==> src/rtl/ex_stage_pkg.sv <==
// Shared definitions for the execute stage: opcode/funct constants, field
// slices, forwarding-select encodings and the muldiv operation/state types.
// The muldiv-related items are only consumed when MULDIV_EN is defined.
package ex_stage_pkg;

  localparam int unsigned XLEN    = 32;
  localparam int unsigned RA_W    = 5;
  localparam int unsigned MD_OP_W = 3;

  // Primary opcodes
  localparam logic [5:0] OP_SPECIAL = 6'h00;
  localparam logic [5:0] OP_JAL     = 6'h03;
  localparam logic [5:0] OP_BEQ     = 6'h04;
  localparam logic [5:0] OP_ORI     = 6'h0D;
  localparam logic [5:0] OP_LUI     = 6'h0F;
  localparam logic [5:0] OP_LW      = 6'h23;
  localparam logic [5:0] OP_SW      = 6'h2B;

  // SPECIAL funct codes
  localparam logic [5:0] FN_JR    = 6'h08;
  localparam logic [5:0] FN_MFHI  = 6'h10;
  localparam logic [5:0] FN_MTHI  = 6'h11;
  localparam logic [5:0] FN_MFLO  = 6'h12;
  localparam logic [5:0] FN_MTLO  = 6'h13;
  localparam logic [5:0] FN_MULT  = 6'h18;
  localparam logic [5:0] FN_MULTU = 6'h19;
  localparam logic [5:0] FN_DIV   = 6'h1A;
  localparam logic [5:0] FN_DIVU  = 6'h1B;
  localparam logic [5:0] FN_ADDU  = 6'h21;
  localparam logic [5:0] FN_SUBU  = 6'h23;

  // Forward select encodings (11 falls back to the DE value)
  localparam logic [1:0] FWD_DE = 2'b00;
  localparam logic [1:0] FWD_M  = 2'b01;
  localparam logic [1:0] FWD_W  = 2'b10;

  typedef enum logic [MD_OP_W-1:0] {
    MD_NONE  = 3'd0,
    MD_MULT  = 3'd1,
    MD_MULTU = 3'd2,
    MD_DIV   = 3'd3,
    MD_DIVU  = 3'd4,
    MD_MTHI  = 3'd5,
    MD_MTLO  = 3'd6
  } md_op_e;

  typedef enum logic {
    MD_IDLE = 1'b0,
    MD_BUSY = 1'b1
  } md_state_e;

  // Payload of the E->M pipeline registers
  typedef struct packed {
    logic [XLEN-1:0] alu_out;
    logic [XLEN-1:0] rd2;
    logic [XLEN-1:0] instruc;
    logic [XLEN-1:0] pc;
    logic [RA_W-1:0] wra;
  } em_t;

  function automatic logic [5:0] instr_op(input logic [XLEN-1:0] instr);
    return instr[31:26];
  endfunction

  function automatic logic [RA_W-1:0] instr_rs(input logic [XLEN-1:0] instr);
    return instr[25:21];
  endfunction

  function automatic logic [RA_W-1:0] instr_rt(input logic [XLEN-1:0] instr);
    return instr[20:16];
  endfunction

  function automatic logic [5:0] instr_funct(input logic [XLEN-1:0] instr);
    return instr[5:0];
  endfunction

endpackage

==> src/rtl/ex_stage_muldiv_unit.sv <==
// Multi-cycle multiply/divide unit holding HI/LO. Built only when MULDIV_EN
// is defined. A mult/div start in IDLE captures operands and runs for the
// configured cycle count; the result commits to HI/LO on the last busy cycle.
// mthi/mtlo write directly while IDLE; muldiv ops arriving while BUSY are ignored.
`ifdef MULDIV_EN
module ex_stage_muldiv_unit
  import ex_stage_pkg::*;
#(
  parameter int unsigned MULT_CYCLES = 5,
  parameter int unsigned DIV_CYCLES  = 10
) (
  input  logic               clk,
  input  logic               reset,
  input  logic               start,
  input  logic [MD_OP_W-1:0] op,
  input  logic [XLEN-1:0]    a,
  input  logic [XLEN-1:0]    b,
  output logic [XLEN-1:0]    hi,
  output logic [XLEN-1:0]    lo,
  output logic               busy
);

  localparam int unsigned MAX_CYCLES = (MULT_CYCLES > DIV_CYCLES) ? MULT_CYCLES : DIV_CYCLES;
  localparam int unsigned CNT_W      = $clog2(MAX_CYCLES + 1);

  md_state_e           state_q, state_d;
  logic [CNT_W-1:0]    cnt_q, cnt_d;
  logic [MD_OP_W-1:0]  op_q, op_d;
  logic [XLEN-1:0]     a_q, a_d, b_q, b_d;
  logic [XLEN-1:0]     hi_q, hi_d, lo_q, lo_d;

  logic signed [2*XLEN-1:0] sext_a_c, sext_b_c;
  logic [2*XLEN-1:0]        prod_c;
  logic [XLEN-1:0]          divisor_c, quot_c, rem_c;
  logic                     div_zero_c, is_mult_c;

  assign hi   = hi_q;
  assign lo   = lo_q;
  assign busy = (state_q == MD_BUSY);

  // Result datapath evaluated from the captured operands
  always_comb begin
    is_mult_c  = (op_q == MD_MULT) || (op_q == MD_MULTU);
    div_zero_c = (b_q == '0);
    divisor_c  = div_zero_c ? XLEN'(1) : b_q;
    sext_a_c   = {{XLEN{a_q[XLEN-1]}}, a_q};
    sext_b_c   = {{XLEN{b_q[XLEN-1]}}, b_q};
    if (op_q == MD_MULT) begin
      prod_c = sext_a_c * sext_b_c;
    end else begin
      prod_c = {{XLEN{1'b0}}, a_q} * {{XLEN{1'b0}}, b_q};
    end
    if (op_q == MD_DIV) begin
      quot_c = $signed(a_q) / $signed(divisor_c);
      rem_c  = $signed(a_q) % $signed(divisor_c);
    end else begin
      quot_c = a_q / divisor_c;
      rem_c  = a_q % divisor_c;
    end
  end

  // Next-state, counter and HI/LO update
  always_comb begin
    state_d = state_q;
    cnt_d   = cnt_q;
    op_d    = op_q;
    a_d     = a_q;
    b_d     = b_q;
    hi_d    = hi_q;
    lo_d    = lo_q;
    case (state_q)
      MD_IDLE: begin
        if (start) begin
          state_d = MD_BUSY;
          op_d    = op;
          a_d     = a;
          b_d     = b;
          cnt_d   = ((op == MD_MULT) || (op == MD_MULTU)) ? CNT_W'(MULT_CYCLES)
                                                          : CNT_W'(DIV_CYCLES);
        end else if (op == MD_MTHI) begin
          hi_d = a;
        end else if (op == MD_MTLO) begin
          lo_d = a;
        end
      end
      MD_BUSY: begin
        cnt_d = cnt_q - CNT_W'(1);
        if (cnt_q == CNT_W'(1)) begin
          state_d = MD_IDLE;
          if (is_mult_c) begin
            hi_d = prod_c[2*XLEN-1:XLEN];
            lo_d = prod_c[XLEN-1:0];
          end else if (!div_zero_c) begin
            hi_d = rem_c;
            lo_d = quot_c;
          end
        end
      end
      default: state_d = MD_IDLE;
    endcase
  end

  // State and datapath registers
  always_ff @(posedge clk) begin
    if (reset) begin
      state_q <= MD_IDLE;
      cnt_q   <= '0;
      op_q    <= MD_NONE;
      a_q     <= '0;
      b_q     <= '0;
      hi_q    <= '0;
      lo_q    <= '0;
    end else begin
      state_q <= state_d;
      cnt_q   <= cnt_d;
      op_q    <= op_d;
      a_q     <= a_d;
      b_q     <= b_d;
      hi_q    <= hi_d;
      lo_q    <= lo_d;
    end
  end

endmodule
`endif

==> src/rtl/ex_stage.sv <==
// Execute stage: operand forwarding, ALU, E->M pipeline registers and the
// optional multiply/divide unit with HI/LO (enabled by defining MULDIV_EN).
// Without MULDIV_EN the muldiv instructions execute as nops and E_mdBusy is 0.
module ex_stage
  import ex_stage_pkg::*;
#(
  parameter int unsigned MULT_CYCLES = 5,
  parameter int unsigned DIV_CYCLES  = 10
) (
  input  logic        clk,
  input  logic        reset,
  input  logic [31:0] DE_RD1,
  input  logic [31:0] DE_RD2,
  input  logic [31:0] DE_instruc,
  input  logic [4:0]  DE_WRA,
  input  logic [31:0] DE_Ext,
  input  logic [31:0] DE_PC,
  input  logic [1:0]  E_FwdRS,
  input  logic [1:0]  E_FwdRT,
  input  logic [31:0] E_M_Pass,
  input  logic [31:0] E_W_Pass,
  output logic [4:0]  E_rs,
  output logic [4:0]  E_rt,
  output logic        E_mdBusy,
  output logic [31:0] EM_ALUOut,
  output logic [31:0] EM_RD2,
  output logic [31:0] EM_instruc,
  output logic [31:0] EM_PC,
  output logic [4:0]  EM_WRA
);

  // A zero cycle count would leave the muldiv FSM stuck in BUSY
  if (MULT_CYCLES == 0 || DIV_CYCLES == 0) begin : g_cycles_check
    $error("ex_stage: MULT_CYCLES and DIV_CYCLES must be nonzero");
  end

  logic [XLEN-1:0] a_c, b_c, alu_c;
  em_t             em_d, em_q;

`ifdef MULDIV_EN
  logic            md_start_c;
  md_op_e          md_op_c;
  logic [XLEN-1:0] md_hi, md_lo;
  logic            md_busy;

  ex_stage_muldiv_unit #(
    .MULT_CYCLES(MULT_CYCLES),
    .DIV_CYCLES (DIV_CYCLES)
  ) u_muldiv_unit (
    .clk  (clk),
    .reset(reset),
    .start(md_start_c),
    .op   (md_op_c),
    .a    (a_c),
    .b    (b_c),
    .hi   (md_hi),
    .lo   (md_lo),
    .busy (md_busy)
  );

  assign E_mdBusy = md_start_c | md_busy;
`else
  assign E_mdBusy = 1'b0;
`endif

  assign E_rs = instr_rs(DE_instruc);
  assign E_rt = instr_rt(DE_instruc);

  // Operand forwarding muxes
  always_comb begin
    case (E_FwdRS)
      FWD_DE:  a_c = DE_RD1;
      FWD_M:   a_c = E_M_Pass;
      FWD_W:   a_c = E_W_Pass;
      default: a_c = DE_RD1;
    endcase
    case (E_FwdRT)
      FWD_DE:  b_c = DE_RD2;
      FWD_M:   b_c = E_M_Pass;
      FWD_W:   b_c = E_W_Pass;
      default: b_c = DE_RD2;
    endcase
  end

  // ALU and muldiv decode
  always_comb begin
    alu_c = '0;
`ifdef MULDIV_EN
    md_start_c = 1'b0;
    md_op_c    = MD_NONE;
`endif
    case (instr_op(DE_instruc))
      OP_SPECIAL: begin
        case (instr_funct(DE_instruc))
          FN_ADDU: alu_c = a_c + b_c;
          FN_SUBU: alu_c = a_c - b_c;
          FN_JR:   alu_c = '0;
`ifdef MULDIV_EN
          FN_MULT:  begin md_start_c = 1'b1; md_op_c = MD_MULT;  end
          FN_MULTU: begin md_start_c = 1'b1; md_op_c = MD_MULTU; end
          FN_DIV:   begin md_start_c = 1'b1; md_op_c = MD_DIV;   end
          FN_DIVU:  begin md_start_c = 1'b1; md_op_c = MD_DIVU;  end
          FN_MTHI:  md_op_c = MD_MTHI;
          FN_MTLO:  md_op_c = MD_MTLO;
          FN_MFHI:  alu_c = md_hi;
          FN_MFLO:  alu_c = md_lo;
`else
          FN_MULT, FN_MULTU, FN_DIV, FN_DIVU,
          FN_MTHI, FN_MTLO, FN_MFHI, FN_MFLO: alu_c = '0;
`endif
          default: alu_c = '0;
        endcase
      end
      OP_ORI:        alu_c = a_c | DE_Ext;
      OP_LUI:        alu_c = {DE_Ext[15:0], 16'h0000};
      OP_LW, OP_SW:  alu_c = a_c + DE_Ext;
      OP_JAL:        alu_c = DE_PC + XLEN'(8);
      OP_BEQ:        alu_c = '0;
      default:       alu_c = '0;
    endcase
  end

  // Assemble the E->M payload
  always_comb begin
    em_d         = '0;
    em_d.alu_out = alu_c;
    em_d.rd2     = b_c;
    em_d.instruc = DE_instruc;
    em_d.pc      = DE_PC;
    em_d.wra     = DE_WRA;
  end

  // E->M pipeline registers
  always_ff @(posedge clk) begin
    if (reset) begin
      em_q <= '0;
    end else begin
      em_q <= em_d;
    end
  end

  assign EM_ALUOut  = em_q.alu_out;
  assign EM_RD2     = em_q.rd2;
  assign EM_instruc = em_q.instruc;
  assign EM_PC      = em_q.pc;
  assign EM_WRA     = em_q.wra;

endmodule

==> config.mk <==
export PLATFORM = sky130hd
export DESIGN_NAME = ex_stage
export DESIGN_NICKNAME = d
export VERILOG_FILES = /design/src/rtl/ex_stage_pkg.sv /design/src/rtl/ex_stage_muldiv_unit.sv /design/src/rtl/ex_stage.sv
export SDC_FILE = /design/constraint.sdc
export NUM_CORES = 1
export LEC_CHECK = 0
export BUFFER_PORTS_ARGS = -buffer_cell sky130_fd_sc_hd__buf_4
export CAP_MARGIN = 0
export CORE_MARGIN = 3
export CORE_UTILIZATION = 51
export CTS_CLUSTER_SIZE = 8
export DETAILED_ROUTE_END_ITERATION = 10
export GPL_TIMING_DRIVEN = 0
export HOLD_SLACK_MARGIN = 0.05
export PLACE_DENSITY_LB_ADDON = 0.15
export SLEW_MARGIN = 15
export SYNTH_ARGS = -nofsm -noshare
export SYNTH_HDL_FRONTEND = slang
export SYNTH_SLANG_ARGS = --single-unit
==> constraint.sdc <==
create_clock -name clk -period 5.8 [get_ports clk]
set_clock_uncertainty 0.15 [all_clocks]
set_input_delay 0.58 -clock clk [delete_from_list [all_inputs] [get_ports clk]]
set_output_delay 0.58 -clock clk [all_outputs]
set_load 0.02 [all_outputs]
==> run_results.csv, run 1 <==
group,metric,value,unit
placement,place_area,13790,µm²
detailed_routing,finalWirelength,43450,µm
clocking,clock-sinks,133,
synth,synth_commonest_cells,"dfxtp_1 (133), nor2_1 (125), a21oi_1 (115), ha_1 (104), o21ai_0 (99)",
synth,synth_ff_type,"dfxtp_1",
worst_setup_path,critPathLaunchType,"input port",
die,ios,379,
layout,final_area,14380,µm²
timing,worst_pin_slew,0.8942,ns
die,num_rows,52,
hold_path,holdCritStartpoint,"DE_instruc[14]",
die,core_area,20360,µm²
grt,antenna_found_initial,1,
detailed_routing,firstDrtPassIters,6,
die,die_x,150.3,µm
die,die_h,150.3,µm
timing,fin_setup_tns,0,ns
synth,synthArstFlopShare,0,%
timing,rsz0062_at_grt,"no",
worst_setup_path,cp.arrival,5.52,ns
synth,synth_top_area_share,25.06,%
layout,final_nets,2121,
timing,max_freq,0.1855,GHz
worst_setup_path,cp.required,5.93,ns
synth,ys_types,70,
timing,finalCritPeriodShare,92.93,%
job,drv_cap,0,
clocking,ctsHoldBuffers,0,
layout,drive_gt1_share,24.82,%
placement,gp_congestion,0.9647,
hold_path,worst_hold_path_type,"input port to flop",
worst_setup_path,cpMaxStageDelayCell,"o21ai_1",
grt,grt_remaining_overflow,0,
worst_setup_path,worstSetupPathType,"input port to flop",
clocking,htree_levels,4,
detailed_routing,remaining_drc_errors,0,
pwr,power_density,244.9,nW/µm²
clocking,cts_setup_buffers,0,
timing,setup_ws,0.4101,ns
grt,grt_pass1_wl,64160,µm
layout,seqCellArea,2663,µm²
pwr,peakVddDrop,179.5,µV
timing,period_minus_slack,5.390,ns
layout,fillers,1695,
die,die-area,22600,µm²
detailed_routing,final_antenna_net_count,0,
grt,grt_usage,36.53,%
timing,relSlewSlack,39.76,%
timing,setup_viol,0,
pwr,p_total,3.522,mW
outcome,status,"finished clean",
worst_setup_path,crit_fanout,10,
synth,ys_warn_count,0,
worst_setup_path,crit_start,"E_FwdRT[1]",
worst_setup_path,cp-end-kind,"flop",
worst_setup_path,max_stage_delay,0.66,ns
detailed_routing,vias,12160,
placement,port_buffers,377,
grt,grt_start_max_net_pins,17,
worst_setup_path,crit_chain,"buf_4 -> ha_1 -> inv_2 -> clkbuf_1 -> o21ai_1 -> nand2_1 -> or4_4 -> nor4_4 -> nor2_1 -> xor2_1 -> ha_1 -> a21o_1 -> a21o_1 -> a21o_1 -> a21o_1 -> a2111oi_0 -> o21ai_0 -> a21o_1 -> a21oi_1 -> o22ai_1",
synth,synth-seq-area-share,25.06,%
pwr,p_leak,6.681,nW
detailed_routing,viasPerCell,5.894,
synth,syn_nets,1725,
clocking,clkTransAtPathRegs,0.07,ns
clocking,cts_tree,"yes",
placement,post-place-ws,-0.04787,ns
synth,syn_inst,1384,
layout,n_antenna_cell,0,
detailed_routing,drtIter0Drc,1191,
die,initial_utilization,52.18,%
worst_setup_path,cp_common_cell,"a21o_1",
synth,netlist_area,10630,µm²
synth,yosys.area.top_type,"dfxtp_1",
timing,slew_viol_final,0,
layout,finish.utilization,70.62,%
synth,synth_seq_cells,133,
synth,synth_edf_count,0,
layout,multi_input_area,7289,µm²
clocking,cts.path.max_buffers,2,
synth,avgSynthCellArea,7.678,µm²
placement,hpwl,35290,µm
clocking,numCtsBuffers,17,
clocking,cts_root_buffer,"clkbuf_16",
synth,synth_area_leaders,"dfxtp_1 (25%), ha_1 (12%), a21oi_1 (5.4%)",
layout,area_growth,35.34,%
clocking,cts_resized,0,
detailed_routing,wire_per_inst,21.06,µm
grt,grt_pass1_vias,11610,
timing,hold_violations,0,
synth,synthMostInstantiatedCell,"dfxtp_1",
## metal layers
layer | wire length (µm) | global-route usage (%) | share of wire [%]
met3 | 4338 | 7.616 | 10
met4 | 1847 | 15.97 | 4.3
met5 | 13 | 0 | 0.030
met2 | 20110 | 61.05 | 46
met1 | 17140 | 45.40 | 39
## state kept, by name, summed over array words and instances (netlist names)
register	cells
EM_WRA	5
EM_PC	32
EM_ALUOut	32
EM_RD2	32
EM_instruc	32
## cell usage in the layout, fill, tap and decap left out, types with 34 or more instances in the layout
master and count:
xor2_1 52, nor2b_1 81, clkbuf_1 56, nand2_1 90, inv_1 90, buf_4 389
ha_1 104, a22oi_1 36, xnor2_1 52, nor2_1 125, a21oi_1 115, nand3_1 34
dfxtp_1 133, o21ai_0 98
## critical path, delay by kind of cell
kind,cells,cell delay (ns)
AO/OA/AOI/OAI,10,2.56
adder cells (fa/ha/maj),2,0.72
XOR/XNOR,1,0.17
AND/OR/NAND/NOR,4,0.99
buffers and inverters,3,0.48
## cell families after synthesis
kind of cell             Yosys count  synth area share, %
AO/OA/AOI/OAI                    448                27.23
XOR/XNOR                         104                8.572
adder cells (fa/ha/maj)          106                12.62
buffers and inverters            169                6.582
flip-flops                       133                25.06
multiplexers                       1              0.09420
other                              1              0.03529
AND/OR/NAND/NOR                  422                19.80
## worst paths after layout
check / endpoint / cells past startpoint
max: EM_ALUOut[30]$_SDFF_PP0_ / 20
min: EM_instruc[14]$_SDFF_PP0_ / 2
## area by class of cell
type / instances / share of cell area [%]
multi-input combinational: 1082 / 50.69
timing repair buffer: 377 / 19.68
sequential: 133 / 18.51
clock buffer: 17 / 2.958
buffer: 78 / 2.488
inverter: 91 / 2.375
tap: 270 / 2.349
clock inverter: 15 / 0.9483
## metrics by stage
| step | hold WS (ns) | cells |
|---|---|---|
| detailed placement | 0.6494 | 2031 |
| global placement | 0.6388 | 2031 |
| floorplan | 0.5582 | 1384 |
| finish | 0.2114 | 2063 |
| CTS | 0.1999 | 2063 |
| global route | 0.2101 | 2063 |
## report_power, final
group          switching (mW)  leakage (nW)  total (mW)  internal [mW]
combinational           0.867          5.31        1.48          0.610
clock                   0.503         0.271        1.07          0.568
sequential             0.0142          1.10       0.974          0.960
total                    1.38          6.68        3.52           2.14
Note: power is estimated with default switching activity, not from simulation.
==> run 2: changes to the inputs <==
--- a/config.mk
+++ b/config.mk
@@ -5,7 +5,7 @@
 export SDC_FILE = /design/constraint.sdc
 export NUM_CORES = 1
 export LEC_CHECK = 0
-export BUFFER_PORTS_ARGS = -buffer_cell sky130_fd_sc_hd__buf_4
+export BUFFER_PORTS_ARGS = -buffer_cell sky130_fd_sc_hd__buf_2
 export CAP_MARGIN = 0
 export CORE_MARGIN = 3
 export CORE_UTILIZATION = 51
==> run 2 against run 1 <==
  * Non-clock buffer count unchanged
  * Cell area down 6.3%
  * Clock-buffer cell count unchanged
  * Utilization down 4.4 points
  * Flip-flop and latch count unchanged
  * Power about the same
  * Maximum frequency down 2.6%
  * Global-route usage down 1.0 points
  * Final cell count up 0.19%
  * Critical path type unchanged
==> run_results.csv, run 2 (synthesized netlist as in run 1, its figures left out) <==
group,metric,value,unit
outcome,status,"finished clean",
detailed_routing,vias,12020,
clocking,numCtsBuffers,17,
timing,relSlewSlack,30.49,%
detailed_routing,firstDrtPassIters,6,
placement,hpwl,34610,µm
worst_setup_path,crit_fanout,10,
layout,finish.utilization,66.17,%
timing,rsz0062_at_grt,"no",
grt,grt_remaining_overflow,0,
worst_setup_path,worstSetupPathType,"input port to flop",
layout,final_area,13480,µm²
worst_setup_path,cp.required,5.99,ns
worst_setup_path,cp.arrival,5.72,ns
detailed_routing,wire_per_inst,20.38,µm
layout,final_common_cell,"buf_2",
detailed_routing,viasPerCell,5.815,
worst_setup_path,critPathLaunchType,"input port",
grt,antenna_found_initial,5,
die,core_area,20360,µm²
die,num_rows,52,
timing,period_minus_slack,5.531,ns
detailed_routing,remaining_drc_errors,0,
layout,fillers,1847,
timing,fin_setup_tns,0,ns
clocking,clock-sinks,133,
die,die-area,22600,µm²
clocking,cts_root_buffer,"clkbuf_16",
job,drv_cap,0,
layout,final_cell_mix,"buf_2 (381), dfxtp_1 (133), nor2_1 (125)",
pwr,peakVddDrop,180.3,µV
timing,setup_viol,0,
timing,setup_ws,0.2687,ns
detailed_routing,final_antenna_net_count,0,
die,die_h,150.3,µm
timing,finalCritPeriodShare,95.37,%
die,die_x,150.3,µm
layout,drive_gt1_share,24.76,%
pwr,p_leak,6.457,nW
detailed_routing,finalWirelength,42130,µm
timing,slew_viol_final,0,
placement,port_buffers,377,
detailed_routing,drtIter0Drc,1195,
hold_path,worst_hold_path_type,"input port to flop",
grt,grt_usage,35.49,%
placement,place_area,12850,µm²
layout,area_growth,26.81,%
grt,grt_pass1_vias,11360,
layout,final_nets,2121,
timing,max_freq,0.1808,GHz
clocking,htree_levels,4,
pwr,power_density,261.3,nW/µm²
die,ios,379,
timing,worst_pin_slew,1.028,ns
clocking,clkTransAtPathRegs,0.07,ns
grt,grt_pass1_wl,62140,µm
timing,hold_violations,0,
placement,gp_congestion,0.9659,
worst_setup_path,cp-end-kind,"flop",
clocking,cts.path.max_buffers,2,
die,initial_utilization,52.18,%
clocking,cts_tree,"yes",
grt,grt_start_max_net_pins,17,
placement,post-place-ws,-0.06112,ns
## run 2: cell count changes in the layout (fill, tap and decap cells not counted), moves of 2 or more
cell | before | now
buf_2 | 4 | 381
bufinv_16 | 0 | 2
buf_4 | 389 | 12
diode_2 | 0 | 4
## run 2: final timing paths
path                 startpoint  cells past startpoint                       end
hold / removal    DE_instruc[8]                      2  EM_instruc[8]$_SDFF_PP0_
setup / recovery  DE_instruc[3]                     17  EM_ALUOut[30]$_SDFF_PP0_
## run 2: stage by stage
stage                     hold slack, ns  power, mW  instances
after floorplan                   0.5582      1.923       1384
final                             0.2071      3.521       2067
after detailed placement          0.6439      2.336       2031
after global routing              0.2060      3.701       2067
after global placement            0.6381      2.325       2031
after CTS                         0.1974      3.491       2063
## run 2: where the power goes
part	switching, mW	internal (mW)
Sequential	0.0105	0.959
Combinational	0.855	0.536
Clock	0.505	0.654
Total	1.37	2.15
## run 2: timing repair
item / 4_1_cts / 5_1_grt
hold buffers: 0 / 0
gates resized for setup: 0 / 1
setup endpoints to repair: 0 / 3
buffers inserted: 0 / 0
## run 2: area by class of cell
type | count | area (µm²) | share of cell area, %
repair buffers | 377 | 1887 | 14.00
flip-flops and latches | 133 | 2663 | 19.76
clock inverters | 15 | 181.4 | 1.346
plain buffers | 78 | 357.8 | 2.656
inverters | 91 | 341.6 | 2.535
clock buffers | 17 | 425.4 | 3.157
diodes | 4 | 10.01 | 0.07428
multi-input cells | 1082 | 7272 | 53.96
well taps | 270 | 337.8 | 2.507
## run 2: metal layers
metal	part of all wire [%]	GRT usage [%]	vias up
met5	0	0	-
li1	-	-	5731
met4	3.1	11.25	0
met3	11	7.435	83
met2	47	59.86	691
met1	40	45.34	5515
## run 2: critical path, stage by stage
cell	delay, ns
buf_2	0.10
nor4_1	0.69
and2_1	0.40
clkbuf_1	0.43
clkbuf_1	0.50
nor2_1	0.10
xor2_1	0.17
ha_1	0.35
a211oi_1	0.42
o21ai_0	0.20
a211oi_1	0.39
nor2_1	0.15
a311oi_1	0.58
o311ai_0	0.24
o41ai_1	0.11
a21oi_1	0.12
o22ai_1	0.17
